[src/rtl/logic_result_collector.sv]
// Collects the selected logical-unit result into a small FIFO with zero/parity tags.
// Illegal selects (6,7) are consumed without storing and flagged by a one-cycle err pulse.
module logic_result_collector #(
    parameter int DEPTH = 4
) (
    input  logic                     clk,
    input  logic                     rst,
    input  logic [7:0]               Y0,
    input  logic [7:0]               Y1,
    input  logic [7:0]               Y2,
    input  logic [7:0]               Y3,
    input  logic [7:0]               Y4,
    input  logic [7:0]               Y5,
    input  logic [2:0]               op,
    input  logic                     in_valid,
    output logic                     in_ready,
    output logic                     out_valid,
    input  logic                     out_ready,
    output logic [7:0]               out_data,
    output logic [2:0]               out_op,
    output logic                     out_zero,
    output logic                     out_parity,
    output logic                     err,
    output logic [$clog2(DEPTH):0]   count
);
    localparam int PW = $clog2(DEPTH);
    localparam int CW = PW + 1;

    typedef struct packed {
        logic [7:0] data;
        logic [2:0] op;
        logic       zero;
        logic       parity;
    } entry_t;

    entry_t          mem_q [DEPTH];
    entry_t          mem_d [DEPTH];
    logic [PW-1:0]   wr_ptr_q, wr_ptr_d;
    logic [PW-1:0]   rd_ptr_q, rd_ptr_d;
    logic [CW-1:0]   count_q, count_d;
    logic            err_q, err_d;

    logic [7:0]      sel;
    logic            legal, accept, push, pop;
    entry_t          head;

    always_comb begin
        sel = 8'h00;
        case (op)
            3'd0:    sel = Y0;
            3'd1:    sel = Y1;
            3'd2:    sel = Y2;
            3'd3:    sel = Y3;
            3'd4:    sel = Y4;
            3'd5:    sel = Y5;
            default: sel = 8'h00;
        endcase
    end

    // Handshake signals derive only from registered occupancy, so no
    // combinational path crosses from out_ready or in_valid to the other side.
    assign legal     = (op <= 3'd5);
    assign in_ready  = (count_q < CW'(DEPTH));
    assign out_valid = (count_q != '0);
    assign accept    = in_valid && in_ready;
    assign push      = accept && legal;
    assign pop       = out_valid && out_ready;

    always_comb begin
        mem_d    = mem_q;
        wr_ptr_d = wr_ptr_q + PW'(push);
        rd_ptr_d = rd_ptr_q + PW'(pop);
        count_d  = count_q + CW'(push) - CW'(pop);
        err_d    = accept && !legal;
        if (push) begin
            mem_d[wr_ptr_q] = '{data: sel, op: op, zero: (sel == 8'h00), parity: ^sel};
        end
    end

    always_ff @(posedge clk) begin
        if (rst) begin
            wr_ptr_q <= '0;
            rd_ptr_q <= '0;
            count_q  <= '0;
            err_q    <= 1'b0;
            for (int i = 0; i < DEPTH; i++) begin
                mem_q[i] <= '0;
            end
        end else begin
            wr_ptr_q <= wr_ptr_d;
            rd_ptr_q <= rd_ptr_d;
            count_q  <= count_d;
            err_q    <= err_d;
            mem_q    <= mem_d;
        end
    end

    // Head fields are forced to zero while empty so stale slots never leak out.
    assign head       = mem_q[rd_ptr_q];
    assign out_data   = out_valid ? head.data   : 8'h00;
    assign out_op     = out_valid ? head.op     : 3'd0;
    assign out_zero   = out_valid ? head.zero   : 1'b0;
    assign out_parity = out_valid ? head.parity : 1'b0;
    assign err        = err_q;
    assign count      = count_q;
endmodule

[config.mk]
export PLATFORM = sky130hd
export DESIGN_NAME = logic_result_collector
export DESIGN_NICKNAME = d
export VERILOG_FILES = /design/src/rtl/logic_result_collector.sv
export SDC_FILE = /design/constraint.sdc
export NUM_CORES = 1
export LEC_CHECK = 0
export CORE_MARGIN = 2
export CORE_UTILIZATION = 51
export CTS_CLUSTER_SIZE = 24
export DETAILED_ROUTE_END_ITERATION = 10
export PLACE_DENSITY = 0.81
export SYNTH_ARGS = -nofsm -noshare
export SYNTH_HDL_FRONTEND = slang
export SYNTH_SLANG_ARGS = --single-unit
export TNS_END_PERCENT = 50
[constraint.sdc]
create_clock -name clk -period 3.1 [get_ports clk]
set_clock_uncertainty 0.1 [all_clocks]
set_input_delay 0.62 -clock clk [delete_from_list [all_inputs] [get_ports clk]]
set_output_delay 0.62 -clock clk [all_outputs]
set_load 0.01 [all_outputs]
# Word level (Yosys, flattened, before mapping)
# Index checks and enable logic that the tools add are counted.
# op_classes
add_sub_neg	4
magnitude_cmp	5
n_eq_ne	5
muxes	11
bitwise	2
reduce_logical	10
# ops
op	count
bitwise mux 52 bit	1
case mux 8 bit (6 select lines)	1
two-way mux 13 bit	3
binary-select mux 13 bit (select 2 bit)	1
demux 13 bit (select 2 bit)	1
zero test 8 bit	1
two-way mux 8 bit	1
XOR reduction 8 bit	1
== test 3 x 2 -> 1 bit, second input constant	2
== test 3 bit, second input constant	2
greater-or-equal comparator 3 bit, second input constant	2
NOT 2 -> 3 bit	2
logical AND 1 bit	5
adder 2 x 1 -> 2 bit	2
adder 3 x 1 -> 3 bit	1
== test 3 x 1 -> 1 bit, second input constant	1
less-or-equal comparator 3 bit, second input constant	1
zero test 3 bit	1
< comparator 3 x 1 -> 1 bit, second input constant	1
< comparator 3 bit, second input constant	1
two-way mux 3 bit	1
nonzero test 3 bit	1
subtractor 3 x 1 -> 3 bit	1
two-way mux 1 bit	2
zero test 1 bit	1
# totals
regBits	60
inputBits	55
out_inout_bits	19

# Depth between registers and ports, before layout
# Gate-level depths: netlist (run 1).
# depth
depth_word	6
mapped_depth	12

# Worst setup path before layout (run 1)
# Ideal clock, no wire load.
# synth_path
path_type	input to register
start	input port op[2]
end	register mem_q[26] (netlist name)
setup_ns	0.142
t_arrival_ns	2.300
t_required_ns	2.858
setup_slack_ns	0.558
cell_stages	9
path_buffers	2
path_cell_list	buf_6 buf_4 mux2i_1 nor2_1 a211oi_4 ha_1 xnor2_1 xnor2_1 a211oi_1
# synth_via
elab_chain_len	4
elab_cells_between_ends	11
cone_classes	1 x order compare; 5 x eq/ne; 2 x mux; 3 x reduce/logical
# synth_rtl
item	line	rtl
start, declared	14	input logic [2:0] op,
== test 3 bit, or another cell as far along	49	case (op)
case mux 8 bit (6 select lines)	49	
XOR reduction 8 bit	76	mem_d[wr_ptr_q] = '{data: sel, op: op, zero: (sel == 8'h00), parity: ^sel};
bitwise mux 52 bit	76	
end signal, assigned	94	mem_q <= mem_d;
end, declared	36	entry_t mem_q [DEPTH];
# Several ways; a longest one is shown, not always the timed one.
# A chain may end at the register's enable or synchronous reset.

# Final worst setup path (run 1)
# layout_path
start	register rd_ptr_q[1]
end	output port out_op[0]
# layout_via
elab_chain_len	5
# layout_rtl
item	line	rtl
start, declared	39	logic [PW-1:0] rd_ptr_q, rd_ptr_d;
start signal, assigned	91	rd_ptr_q <= rd_ptr_d;
NOT 2 -> 3 bit (not written as such)	99	assign head = mem_q[rd_ptr_q];
binary-select mux 13 bit (select 2 bit)	99	
two-way mux 13 bit (not written as such) (2 in a row)	99	
two-way mux 3 bit	101	assign out_op = out_valid ? head.op : 3'd0;
end, declared	20	output logic [2:0] out_op,
# Every way passes these cells. The select of a mux whose other input is x is not followed.

==> results of run 1 <==
## layout make-up
| class | instances | area share |
|---|---|---|
| multi-input combinational | 221 | 0.440 |
| clock inverter | 4 | 0.0107 |
| inverter | 8 | 0.00675 |
| sequential | 60 | 0.270 |
| timing repair buffer | 98 | 0.217 |
| tap | 77 | 0.0217 |
| clock buffer | 12 | 0.0349 |
## kinds of logic (layout without fill, tap and decap cells)
logic type / Yosys count / in the layout / synth area share
compound gates: 55 / 55 / 0.169
xor+xnor: 7 / 7 / 0.0183
fa+ha+maj: 9 / 9 / 0.0358
buf+inv: 36 / 122 / 0.0601
flops: 60 / 60 / 0.358
mux: 44 / 44 / 0.180
simple gates: 106 / 106 / 0.179
## synth_stat cells, drive strengths merged
cell,number
o221a,2
and2,1
buf,19
nor2,63
mux2,1
mux4,13
inv,8
a31oi,3
and4,3
o21ai,2
nor3b,2
dfxtp,60
nand2b,4
a21oi,4
nor2b,18
a211oi,38
nor3,2
nor4,2
nand3,1
and3b,3
nand2,2
ha,8
fa,1
xnor2,7
clkbuf,9
or2,2
mux2i,30
o22ai,4
nand3b,3
a221oi,2
## metal layers
metal | vias to the layer above | wire length [µm] | track usage | part of all wire
met3 | 13 | 367 | 0.0642 | 0.049
met4 | 0 | 163 | 0.0837 | 0.022
met2 | 75 | 3560 | 0.366 | 0.48
li1 | 1301 | - | - | -
met5 | - | 0 | 0 | 0
met1 | 1273 | 3400 | 0.290 | 0.45
## state kept, by name, indices dropped and copies added (netlist names)
signal and flops:
count 3, wr_ptr_q 2, mem_q 52, rd_ptr_q 2, err 1
## critical path: stages (launching register included)
cell and delay (ps):
dfxtp_1 560, buf_4 240, mux4_2 500, nor2b_1 140
clkdlybuf4s50_1 470
## layout by cell type, fill, tap and decap left out, drive strengths merged, types with 4 or more instances in the layout
master,Yosys,final
nand2b,4,4
inv,8,8
nor2b,18,18
mux2i,30,30
xnor2,7,7
dfxtp,60,60
a211oi,38,38
nor2,63,63
a21oi,4,4
ha,8,8
buf,19,26
o22ai,4,4
clkdlybuf4s50,0,72
mux4,13,13
clkbuf,9,12
## power breakdown
group / switching [µW] / internal (µW)
Clock: 300 / 412
Sequential: 62.7 / 847
Combinational: 422 / 484
Total: 785 / 1740
## path summary, 6_finish.rpt
kind | start | to | slack [ps] | cells after the start
max | rd_ptr_q[1] | out_op[0] | 110 | 4
min | mem_q[1] | mem_q[1] | 390 | 2
max reg2reg | count[1] | count[2] | 920 | 10
min reg2reg | mem_q[1] | mem_q[1] | 390 | 2
## per-stage QoR
stage	total power (µW)	area (µm²)	setup slack, ps	cells	TNS [ps]
global placement	1810	4250	33.8	464	0
detailed placement	1840	4250	-55.5	464	-169
finish	2530	4450	115	480	0
floorplan	1490	3350	558	317	0
CTS	2550	4450	78.1	480	0
global route	2670	4450	34.0	480	0
==> flow_summary_export.csv, run 1 <==
group,metric,value,unit
layout,regArea,1200,µm²
drt,drt-pass1-iter-count,4,
timing,rsz0062_at_grt,"false",
clock_network,cts_setup_buffers,0,
floorplan,die_w,85.1,µm
layout,final_util,0.701,
floorplan,start_util,0.528,
timing,fmax,335,MHz
timing,min_period_over_period,0.963,
floorplan,ios,74,
setup_path,critPathRequiredTime,2380,ps
power_and_ir_drop,total_leakage_power,0.00158,µW
power_and_ir_drop,ir_drop,0.474,mV
drt,wirelength,7490,µm
clock_network,cts-hold-fix-buffers,0,
setup_path,path_max_fanout,7,
job,max_cap_violations,0,
layout,n_antenna_cell,0,
drt,detail_route.wl_per_cell,15.6,µm
clock_network,cts_tree,"done",
drt,route.detailed.drc,0,
logic_synthesis,synth.top_cell.area_share,0.358,
floorplan,num_rows,29,
logic_synthesis,synthTopCellsByArea,"dfxtp_1 (36%), mux2i_1 (9.0%), mux4_2 (8.7%)",
drt,vias,2662,
floorplan,core,6350,µm²
setup_path,worst-setup-path-type,"flop to output port",
clock_network,clk_pin_slew,70,ps
global_routing,track_usage,0.227,
logic_synthesis,synth_cells,317,
logic_synthesis,yosysSeqAreaShare,0.358,
setup_path,setup.worst_path.start_class,"flop",
setup_path,endpoint_kind,"output port",
logic_synthesis,ys_seq_elements,60,
clock_network,clock_sinks,60,
min_path,hold_path.class,"flop to flop",
layout,drive_gt1_frac,0.270,
drt,routed_via_density,5.55,
global_routing,grt_pass1_vias,2693,
global_routing,grt_max_degree,26,
timing,max-slew-margin-rel,0.708,
timing,slew_violations,0,
clock_network,clock_latency,340,ps
timing,tightest_slew,436,ps
place,io_buffers,73,
drt,drt_iter0_drc,169,
clock_network,root_buffer,"clkbuf_8",
layout,area_delta_synth_final,32.7,%
logic_synthesis,synthDistinctLibCells,39,
floorplan,die_y,85.1,µm
place,gp_congestion,0.755,
floorplan,dieArea,7240,µm²
logic_synthesis,synth.net_count,381,
clock_network,numCtsBuffers,9,
global_routing,overflow,0,
drt,ant_nets,0,
logic_synthesis,syn_avg_cell_area,10.6,µm²
power_and_ir_drop,power_density,568,nW/µm²
clock_network,max-clock-path-buffers,2,
layout,nFillCells,466,
setup_path,arrival,2270,ps
run_status,status,"finished, final reports clean",
logic_synthesis,synth_top_cell_by_area,"dfxtp_1",
place,dp_hpwl,5590,µm
logic_synthesis,synth_area,3350,µm²
timing,finalSetupViolCount,0,
timing,hold_slack,393,ps
timing,fin_crit,2990,ps
layout,multiInputGateArea,1960,µm²
layout,nNetsFinal,462,
clock_network,htreeDepth,3,
logic_synthesis,yosysWarnings,0,
clock_network,ctsResizeCount,0,
global_routing,antenna_found_initial,0,
timing,hold_violations,0,
global_routing,grt_pass1_wl,12900,µm
(Power assumes the default switching activity.)
==> inputs of run 2 (changes only) <==
--- a/config.mk
+++ b/config.mk
@@ -6,10 +6,10 @@
 export NUM_CORES = 1
 export LEC_CHECK = 0
 export CORE_MARGIN = 2
-export CORE_UTILIZATION = 51
+export CORE_UTILIZATION = 46
 export CTS_CLUSTER_SIZE = 24
 export DETAILED_ROUTE_END_ITERATION = 10
-export PLACE_DENSITY = 0.81
+export PLACE_DENSITY = 0.77
 export SYNTH_ARGS = -nofsm -noshare
 export SYNTH_HDL_FRONTEND = slang
 export SYNTH_SLANG_ARGS = --single-unit
==> constraint.sdc (replaced) <==
create_clock -name clk -period 2.5 [get_ports clk]
set_clock_uncertainty 0.1 [all_clocks]
set_input_delay 0.5 -clock clk [delete_from_list [all_inputs] [get_ports clk]]
set_output_delay 0.5 -clock clk [all_outputs]
set_load 0.01 [all_outputs]
==> run 2 against run 1 <==
Against the previous run: flip-flop and latch count unchanged; via count is 1.7% higher; power up 27%; final area grew 6.4%; first-iteration DRC count shrank 39%; combinational power rose by 38%; worst setup slack got worse by 37 ps; highest routed layer unchanged; register-to-register slack worse by 580 ps; critical path depth stayed put; utilization fell by 3.8 points; non-clock buffer count increased by 21.
==> flow_summary_export.csv, run 2 (synthesis gave the netlist of run 1 again) <==
group,metric,value,unit
place,gp_congestion,0.857,
layout,regArea,1200,µm²
timing,slew_violations,0,
clock_network,numCtsBuffers,9,
clock_network,clock_sinks,60,
clock_network,cts_tree,"done",
timing,hold_violations,0,
floorplan,die_w,89.4,µm
timing,rsz0062_at_grt,"false",
clock_network,root_buffer,"clkbuf_8",
global_routing,grt_pass1_vias,2688,
timing,hold_slack,393,ps
layout,multiInputGateArea,2020,µm²
setup_path,rrSetupSlack,340,ps
clock_network,cts-hold-fix-buffers,0,
place,dp_hpwl,5660,µm
layout,area_delta_synth_final,41.1,%
power_and_ir_drop,p_int,2180,µW
min_path,hold_path.class,"flop to flop",
setup_path,critPathRequiredTime,1900,ps
layout,nFillCells,585,
clock_network,htreeDepth,3,
global_routing,overflow,0,
drt,ant_nets,0,
floorplan,num_rows,31,
timing,tns,0,ps
layout,finalNonFillerCells,523,
timing,max-slew-margin-rel,0.595,
clock_network,clk_pin_slew,60,ps
layout,largest-register,"mem_q",
timing,fin_crit,2420,ps
timing,tightest_slew,608,ps
drt,route.detailed.drc,0,
global_routing,grt_pass1_wl,12900,µm
power_and_ir_drop,power_density,678,nW/µm²
setup_path,worst-setup-path-type,"flop to output port",
drt,detail_route.wl_per_cell,15.0,µm
power_and_ir_drop,pwr-share-seq,0.351,
floorplan,start_util,0.470,
layout,nNetsFinal,483,
drt,drt_iter0_drc,103,
job,max_cap_violations,0,
power_and_ir_drop,comb_power_share,0.389,
place,io_buffers,73,
layout,largest_register_ffs,52,
timing,fmax,413,MHz
global_routing,antenna_found_initial,0,
power_and_ir_drop,total_leakage_power,0.00178,µW
setup_path,arrival,1820,ps
drt,drt-pass1-iter-count,4,
power_and_ir_drop,power.share.clock,0.259,
layout,mostFrequentLayoutCells,"dfxtp_1 (60), clkdlybuf4s50_1 (56), nor2_1 (44)",
timing,finalSetupViolCount,0,
power_and_ir_drop,power,3210,µW
layout,drive_gt1_frac,0.333,
power_and_ir_drop,ir_drop,0.474,mV
drt,routed_via_density,5.17,
floorplan,ios,74,
setup_path,endpoint_kind,"output port",
run_status,status,"finished, final reports clean",
timing,min_period_over_period,0.969,
setup_path,path_max_fanout,14,
global_routing,track_usage,0.210,
clock_network,clock_latency,340,ps
clock_network,max-clock-path-buffers,2,
place,dp_cells,498,
layout,layout_commonest_cell,"dfxtp_1",
floorplan,core,7140,µm²
layout,n_antenna_cell,0,
power_and_ir_drop,power_switching_share,0.320,
power_and_ir_drop,p_switching,1030,µW
global_routing,grt_max_degree,37,
floorplan,dieArea,7990,µm²
drt,vias,2706,
floorplan,die_y,89.4,µm
drt,wirelength,7860,µm
setup_path,setup.worst_path.start_class,"flop",
[run 2: cell count changes in the layout (fill, tap and decap cells not counted), moves of 2 or more]
cell | before | now
dlygate4sd2_1 | 0 | 14
clkdlybuf4s50_1 | 72 | 56
clkinvlp_4 | 1 | 3
buf_6 | 0 | 5
mux2i_2 | 0 | 2
xnor2_1 | 7 | 3
buf_4 | 21 | 33
dlymetal6s2s_1 | 0 | 2
buf_12 | 4 | 7
clkinv_2 | 2 | 0
mux2i_1 | 30 | 28
xnor2_2 | 0 | 4
[run 2: layout make-up]
type	count	share of cell area
clock buffers	12	0.0349
clock inverters	4	0.00661
inverters	8	0.00635
multi-input cells	221	0.426
flip-flops and latches	60	0.254
well taps	99	0.0262
repair buffers	119	0.246
[run 2: critical path: stages (launching register included)]
cell and delay (ps):
dfxtp_1 350, buf_12 170, mux4_2 520, nor2b_1 160, dlygate4sd2_1 290
[run 2: stage by stage]
stage / instance area (µm²) / utilization / setup slack, ps
6_report: 4730 / 0.663 / 78.3
5_1_grt: 4730 / 0.663 / 11.6
4_1_cts: 4690 / 0.657 / -105
3_5_place_dp: 4400 / 0.617 / -517
3_3_place_gp: 4400 / 0.617 / -438
2_1_floorplan: 3350 / - / 78.3
[run 2: power by group through the flow]
stage | logic (µW) | registers (µW) | clock network [µW]
2_1_floorplan | 709 | 1140 | 0
3_3_place_gp | 1160 | 1140 | 0
6_report | 1250 | 1130 | 832
5_1_grt | 1370 | 1140 | 900
3_5_place_dp | 1190 | 1150 | 0
4_1_cts | 1240 | 1130 | 859
[run 2: metal layers]
layer,part of all wire,global-route usage,vias to the layer above,wire length [µm]
li1,-,-,1342,-
met5,0,0,-,0
met4,0.013,0.0678,0,99
met3,0.048,0.0434,10,380
met2,0.49,0.351,75,3860
met1,0.45,0.271,1279,3520
[run 2: what timing repair did]
item                       in CTS  in global routing
setup buffers                   7                  1
pin swaps                       4                  4
resized for setup              23                  9
setup endpoints to repair      18                  5
gates cloned                    0                  1
[run 2: path summary, 6_finish.rpt]
kind / depth (start not counted) / end / startpoint
max: 4 / out_op[1] / rd_ptr_q[1]
max reg2reg: 11 / count[2] / count[2]
min reg2reg: 2 / mem_q[14] / mem_q[14]
min: 2 / mem_q[14] / mem_q[14]
==> inputs of run 3 (changes only) <==
--- a/config.mk
+++ b/config.mk
@@ -6,10 +6,11 @@
 export NUM_CORES = 1
 export LEC_CHECK = 0
 export CORE_MARGIN = 2
-export CORE_UTILIZATION = 46
+export CORE_UTILIZATION = 51
 export CTS_CLUSTER_SIZE = 24
 export DETAILED_ROUTE_END_ITERATION = 10
-export PLACE_DENSITY = 0.77
+export PLACE_DENSITY = 0.81
+export SLEW_MARGIN = 20
 export SYNTH_ARGS = -nofsm -noshare
 export SYNTH_HDL_FRONTEND = slang
 export SYNTH_SLANG_ARGS = --single-unit
==> constraint.sdc (replaced) <==
create_clock -name clk -period 2.4 [get_ports clk]
set_clock_uncertainty 0.1 [all_clocks]
set_input_delay 0.48 -clock clk [delete_from_list [all_inputs] [get_ports clk]]
set_output_delay 0.48 -clock clk [all_outputs]
set_load 0.01 [all_outputs]
==> run 3 against run 2 <==
Against the previous run: via count rose by 1.0%; flip-flop and latch count did not move; global-route usage rose by 1.3 points; non-clock buffer count fell by 1; final cell count fell by 4.4%; sequential share of layout area rose by 0.46 points; critical endpoint is now out_data[1]; largest cell class unchanged; largest power group unchanged.
==> flow_summary_export.csv, run 3 (synthesis gave the netlist of run 1 again) <==
group,metric,value,unit
setup_path,critPathBufInv,2,
clock_network,htreeDepth,3,
power_and_ir_drop,total_leakage_power,0.00179,µW
setup_path,endpoint_kind,"output port",
global_routing,grt_max_degree,43,
timing,tightest_slew,492,ps
run_status,status,"finished, final reports clean",
timing,finalSetupViolCount,0,
timing,fin_crit,2350,ps
floorplan,die_y,85.1,µm
setup_path,path_cells,"buf_8 -> mux4_2 -> nor2b_1 -> dlygate4sd2_1",
drt,routed_via_density,5.47,
timing,slew_violations,0,
power_and_ir_drop,comb_power_share,0.401,
global_routing,antenna_found_initial,0,
layout,layout_commonest_cell,"dfxtp_1",
timing,postLayoutSetupSlackWorst,53.8,ps
clock_network,root_buffer,"clkbuf_8",
layout,area_delta_synth_final,38.9,%
power_and_ir_drop,pwr-share-seq,0.362,
clock_network,clock_latency,340,ps
setup_path,path_max_fanout,7,
drt,drt_iter0_drc,92,
job,max_cap_violations,0,
timing,rsz0062_at_grt,"true",
place,place_worst_setup_slack,-649,ps
global_routing,overflow,0,
drt,detail_route.wl_per_cell,15.3,µm
floorplan,die_w,85.1,µm
power_and_ir_drop,power_switching_share,0.329,
min_path,hold_path.class,"flop to flop",
layout,mostFrequentLayoutCells,"dfxtp_1 (58), clkdlybuf4s50_1 (55), nor2_1 (43)",
setup_path,arrival,1770,ps
drt,ant_nets,0,
setup_path,critPathRequiredTime,1820,ps
clock_network,cts_tree,"done",
floorplan,num_rows,29,
place,dp_hpwl,5530,µm
place,gp_congestion,0.802,
timing,fmax,426,MHz
drt,wirelength,7650,µm
setup_path,critPathMaxStageDelay,500,ps
clock_network,clk_pin_slew,70,ps
clock_network,max-clock-path-buffers,2,
timing,min_period_over_period,0.978,
power_and_ir_drop,power.share.clock,0.238,
setup_path,crit_slowest_cell,"mux4_2",
floorplan,start_util,0.528,
timing,max-slew-margin-rel,0.672,
power_and_ir_drop,ir_drop,0.589,mV
drt,route.detailed.drc,0,
global_routing,grt_pass1_wl,12900,µm
drt,vias,2734,
clock_network,numCtsBuffers,9,
power_and_ir_drop,power_density,698,nW/µm²
layout,largest_register_ffs,52,
layout,n_antenna_cell,0,
place,io_buffers,73,
setup_path,setup.worst_path.start_class,"flop",
timing,hold_slack,397,ps
power_and_ir_drop,p_int,2180,µW
global_routing,grt_pass1_vias,2778,
layout,nFillCells,472,
floorplan,ios,74,
timing,hold_violations,0,
floorplan,core,6350,µm²
setup_path,worst-setup-path-type,"flop to output port",
layout,largest-register,"mem_q",
layout,final_area,4660,µm²
global_routing,track_usage,0.223,
setup_path,cp_top_family,"multiplexers",
drt,drt-pass1-iter-count,4,
layout,drive_gt1_frac,0.338,
floorplan,dieArea,7240,µm²
place,placed_area,4360,µm²
clock_network,clock_sinks,60,
power_and_ir_drop,p_switching,1070,µW
layout,nNetsFinal,482,
run 3: cell types whose count changed in the layout (fill, tap and decap cells not counted), sizes merged, moves of 2 or more:
cell           delta
dlygate4sd2       -5
dlymetal6s2s      +2
clkinv            +5
clkdlybuf4s15     +2
run 3: area by class of cell:
type | instances | area, µm² | area share
multi-input combinational | 221 | 2010 | 0.431
sequential | 60 | 1200 | 0.258
timing repair buffer | 118 | 1150 | 0.247
clock buffer | 9 | 124 | 0.0266
tap | 77 | 96.3 | 0.0207
clock inverter | 7 | 43.8 | 0.00940
inverter | 8 | 30.0 | 0.00645
run 3: final timing paths:
path / to / start / depth (start not counted) / slack, ps
worst max-delay path: out_data[1] / rd_ptr_q[1] / 4 / 50
worst min-delay path: mem_q[0] / mem_q[0] / 2 / 400
worst max register to register: count[2] / count[2] / 11 / 180
worst min register to register: mem_q[0] / mem_q[0] / 2 / 400
run 3: per-stage QoR:
| step | util | total power [µW] | setup TNS, ps | std cells |
|---|---|---|---|---|
| 4_1_cts | 0.724 | 3230 | -372 | 497 |
| 2_1_floorplan | - | 1930 | 0 | 317 |
| 3_3_place_gp | 0.687 | 2380 | -4310 | 477 |
| 5_1_grt | 0.733 | 3440 | -10.8 | 500 |
| 6_report | 0.733 | 3250 | 0 | 500 |
| 3_5_place_dp | 0.687 | 2420 | -5280 | 477 |
run 3: power by group through the flow:
stage                     Clock [µW]  Sequential, µW  Combinational (µW)
after floorplan                    0            1190                 739
after detailed placement           0            1190                1230
after global placement             0            1180                1200
after CTS                        787            1170                1270
final                            772            1180                1300
after global routing             829            1190                1420
run 3: per-layer routing:
metal / GRT usage / share of wire
met2: 0.380 / 0.50
met3: 0.0467 / 0.046
met5: 0 / 0
met1: 0.284 / 0.44
met4: 0.0693 / 0.019
run 3: worst reg2reg max path: stages (launching register included):
cell      delay [ps]
dfxtp_1          350
nand2b_1         180
nor2_2           130
inv_1             50
ha_1             290
inv_1             60
ha_1             130
inv_1             50
fa_2             370
xnor2_2          200
xnor2_1          140
nor2_1            50
run 3: what timing repair did:
item / 4_1_cts / 5_1_grt
pin swaps: 3 / 4
gates cloned: 1 / 0
gates resized for setup: 23 / 19
setup buffers: 3 / 3
setup endpoints to repair: 21 / 13
hold buffers: 0 / 0
